**src/rtl/ram_burst_ctrl.sv**
```systemverilog
`default_nettype none
// ============================================================================
// Module      : ram_burst_ctrl
// Description : Burst controller driving a single-port synchronous RAM from
//               a write stream (valid/ready) and onto a read stream (valid).
// Revision    : 1.0 - initial release
// ============================================================================

module ram_burst_ctrl #(
    parameter int WIDTH = 4,
    parameter int DEPTH = 16,
    parameter int ADDR  = 4
) (
    input  logic             clk,
    input  logic             rst,
    input  logic             start,
    input  logic             rw,
    input  logic [ADDR-1:0]  base,
    input  logic [ADDR-1:0]  len,
    output logic             busy,
    output logic             done,
    input  logic [WIDTH-1:0] wr_data,
    input  logic             wr_valid,
    output logic             wr_ready,
    output logic [WIDTH-1:0] rd_data,
    output logic             rd_valid,
    output logic             ram_we,
    output logic             ram_re,
    output logic [ADDR-1:0]  ram_addr,
    output logic [WIDTH-1:0] ram_wd,
    input  logic [WIDTH-1:0] ram_rd
);

    localparam logic [1:0]      S_IDLE  = 2'd0;
    localparam logic [1:0]      S_WRITE = 2'd1;
    localparam logic [1:0]      S_READ  = 2'd2;
    localparam logic [1:0]      S_DRAIN = 2'd3;
    localparam logic [ADDR-1:0] C_ONE   = {{(ADDR-1){1'b0}}, 1'b1};

    logic [1:0]      r_state;
    logic [ADDR-1:0] r_addr;
    logic [ADDR-1:0] r_cnt;
    logic            r_done;
    logic            r_rd_valid;
    logic [ADDR-1:0] w_addr_inc;

    // Bursts wrap around the RAM rather than running off its end.
    assign w_addr_inc = ADDR'((32'(r_addr) + 32'd1) % DEPTH);

    always_ff @(posedge clk) begin
        if (rst) begin
            r_state    <= S_IDLE;
            r_addr     <= '0;
            r_cnt      <= '0;
            r_done     <= 1'b0;
            r_rd_valid <= 1'b0;
        end else begin
            r_done     <= 1'b0;
            r_rd_valid <= (r_state == S_READ);
            case (r_state)
                S_IDLE: begin
                    if (start) begin
                        r_addr  <= base;
                        r_cnt   <= len;
                        r_state <= rw ? S_WRITE : S_READ;
                    end
                end
                S_WRITE: begin
                    if (wr_valid) begin
                        r_addr <= w_addr_inc;
                        r_cnt  <= r_cnt - C_ONE;
                        if (r_cnt == '0) begin
                            r_state <= S_IDLE;
                            r_done  <= 1'b1;
                        end
                    end
                end
                S_READ: begin
                    r_addr <= w_addr_inc;
                    r_cnt  <= r_cnt - C_ONE;
                    if (r_cnt == '0) begin
                        r_state <= S_DRAIN;
                    end
                end
                S_DRAIN: begin
                    // Lets the final read word reach rd_data before done.
                    r_state <= S_IDLE;
                    r_done  <= 1'b1;
                end
                default: r_state <= S_IDLE;
            endcase
        end
    end

    assign busy     = (r_state != S_IDLE);
    assign done     = r_done;
    assign wr_ready = (r_state == S_WRITE);
    assign ram_we   = (r_state == S_WRITE) && wr_valid;
    assign ram_re   = (r_state == S_READ);
    assign ram_addr = r_addr;
    assign ram_wd   = wr_data;
    assign rd_valid = r_rd_valid;
    assign rd_data  = ram_rd;

endmodule

`default_nettype wire

```
**config.mk**
```make
export PLATFORM = sky130hd
export DESIGN_NAME = ram_burst_ctrl
export DESIGN_NICKNAME = d
export VERILOG_FILES = /design/src/rtl/ram_burst_ctrl.sv
export SDC_FILE = /design/constraint.sdc
export NUM_CORES = 1
export LEC_CHECK = 0
export CORE_ASPECT_RATIO = 0.8
export CORE_MARGIN = 4
export CORE_UTILIZATION = 45
export CTS_BUF_LIST = sky130_fd_sc_hd__clkbuf_8
export DETAILED_ROUTE_END_ITERATION = 10
export GPL_TIMING_DRIVEN = 0
export MAX_ROUTING_LAYER = met4
export PLACE_DENSITY = 0.85
export SETUP_SLACK_MARGIN = 0.02
export SYNTH_ARGS = -nofsm -noshare
export SYNTH_HDL_FRONTEND = slang
export SYNTH_SLANG_ARGS = --single-unit
```
**constraint.sdc**
```tcl
create_clock -name clk -period 3.8 [get_ports clk]
set_input_delay 0.95 -clock clk [delete_from_list [all_inputs] [get_ports clk]]
set_output_delay 0.95 -clock clk [all_outputs]
set_load 0.02 [all_outputs]
```
==> results.yml <==
drt:
  drt-vias-per-instance: 5.557
  drt_iter0_markers: 7
  wl_per_cell_um: 14.84
  vias: 878
  ant_nets: 0
  drtPass1Iterations: 4
  wirelength_um: 2345
  route.detailed.drc: 0
timing:
  fmax_mhz: 315.0
  fin_hold_ws_ns: 0.4957
  rsz0062_at_grt: "no"
  hold_viol: 0
  slew_violations: 0
  period_minus_slack_ns: 3.175
  timing.final.ws_setup_ns: 0.6251
  clock_skew_ns: 0.001392
  setup_viol: 0
  tightest_slew_ns: 0.6387
  fin_tns_setup_ns: 0
  timing.final.crit_share_pct: 83.55
  slew_headroom_pct: 57.33
place:
  place_ws_ns: 0.6563
  hpwl_um: 1749
  globalplace.congestion: 0.8716
  placedCellCount: 154
  port_buffers: 29
  postPlaceCellArea_mm2: 0.001224
pwr:
  p_leak_nw: 0.5328
  ir_drop_mv: 0.5397
  powerDensity_mw_per_mm2: 790.6
  p_total_mw: 1.011
floorplanning:
  placeableCoreArea_mm2: 0.001892
  initial_core_util_pct: 47.75
  rows: 14
  die_h_um: 48.08
  die_w_um: 58.10
  dieArea_mm2: 0.002793
  ios: 39
final_layout:
  syn_to_final_growth_pct: 41.55
  final_area_mm2: 0.001279
  drive_above_1_share_pct: 14.93
  layout_common_cells: "29 x clkdlybuf4s50_1, 12 x dfxtp_1, 10 x inv_1"
  fin_util_pct: 67.59
  fin_nets: 164
  diodes: 0
  stdcell_count: 158
  final_common_cell: "clkdlybuf4s50_1"
global_route:
  grt_pass1_wl_um: 3808
  track_usage_pct: 19.36
  antenna_found_initial: 0
  grt_start_max_net_pins: 11
  grt_pass1_vias: 886
  grt-ovfl-total: 0
clock_tree:
  cts-htree-levels: 1
  clk_pin_slew_ns: 0.05
  clk_latency_ns: 0.25
  cts_setup_buffers: 0
  clockBufferDepth: 2
  cts_tree: "done"
  cts_resized: 0
  cts_made_buffers: 3
  hold_buffers: 0
  cts.sinks: 12
  cts-root-buf: "clkbuf_8"
critical_path:
  critPathKind: "input port to output port"
  crit_path_start_kind: "input port"
  crit_fanout: 3
  crit_family: "buffers and inverters"
  crit_path_end_kind: "output port"
  path_cells: "clkdlybuf4s50_1, and2_1, clkdlybuf4s50_1"
  crit_slowest_cell: "clkdlybuf4s50_1"
  cp.buffers_inverters: 2
  critPathArrivalTime_ns: 2.22
  required_ns: 2.85
  critical_path.max_stage_delay_ns: 0.61
  cpMostUsedCell: "clkdlybuf4s50_1"
synthesis:
  ys_warn_count: 0
  syn-instance-count: 101
  yosysTopAreaCell: "dfxtp_1"
  netlist_area_um2: 903.4
  syn_avg_cell_area_um2: 8.944
  synth_flop_cell: "dfxtp_1"
  ys_async_sr_fraction_pct: 0
  synth_top_area_share_pct: 26.59
  ys_seq_elements: 12
  synth.distinct_cells: 38
  synth-seq-area-share_pct: 26.59
  synth_nets: 130
  synth_edf_count: 0
  synth_area_leaders: "dfxtp_1 27%, ha_1 11%, buf_4 7.5%, nand2b_1 5.5%, inv_1 4.2%"
job:
  maxCapViolations: 0
status:
  status: "completed"
worst_hold_path:
  hold_path.class: "flop to flop"
==> kinds of logic after synthesis <==
| logic type | share of synthesized area [%] |
|---|---|
| and+or+nand+nor | 19.25 |
| buffers and inverters | 13.57 |
| muxes | 3.601 |
| AOI/OAI and AO/OA | 25.90 |
| DFF | 26.59 |
| adders and majority gates | 11.08 |
==> state kept, by name (all words and copies together) (netlist names) <==
| signal | cells |
|---|---|
| rd_valid | 1 |
| done | 1 |
| r_cnt | 4 |
| r_state | 2 |
| ram_addr | 4 |
==> tightest hold or removal path, cell delays in order, from the launching register on <==
cell     delay [ns]
dfxtp_1        0.33
nand2_1        0.06
o32ai_1        0.06
==> power breakdown <==
| group | leakage [nW] | internal, mW | total [mW] | switching, mW |
|---|---|---|---|---|
| sequential | 0.0989 | 0.180 | 0.227 | 0.0472 |
| combinational | 0.405 | 0.316 | 0.640 | 0.324 |
| clock | 0.0288 | 0.0918 | 0.143 | 0.0516 |
| total | 0.533 | 0.588 | 1.01 | 0.423 |
==> Yosys cell counts (all sizes together) (2+ instances only) <==
cell type	number
a2111oi	4
a21oi	3
a31oi	2
buf	11
dfxtp	12
ha	8
inv	11
mux2	2
nand2	2
nand2b	8
nand3	2
nor2	4
nor2b	5
o2111ai	2
o211a	2
o31a	2
o32ai	3
o41ai	2
==> layer usage <==
layer | track usage, % | vias to the layer above | part of all wire (%)
met1 | 19.94 | 407 | 43
met3 | 5.121 | 9 | 8.1
li1 | - | 424 | -
met5 | - | - | 0
met4 | 11.57 | 0 | 3.3
met2 | 34.23 | 38 | 46
==> final cells by class <==
type | instances | area [µm²]
multi-input combinational | 66 | 540.5
timing repair buffer | 29 | 290.3
inverter | 11 | 41.29
clock buffer | 4 | 55.05
buffer | 12 | 81.33
fill | 161 | 613.1
tap | 24 | 30.03
sequential | 12 | 240.2
==> final timing paths <==
path	slack, ns	cells after the start	to	from
setup reg to reg	1.94	5	ram_addr[3]$_SDFFE_PP0P_	r_state[0]$_SDFFE_PP0P_
setup / recovery	0.63	3	ram_we	wr_valid
hold reg to reg	0.50	2	ram_addr[2]$_SDFFE_PP0P_	ram_addr[2]$_SDFFE_PP0P_
hold / removal	0.50	2	ram_addr[2]$_SDFFE_PP0P_	ram_addr[2]$_SDFFE_PP0P_
Power figures use the tool's default switching activity.
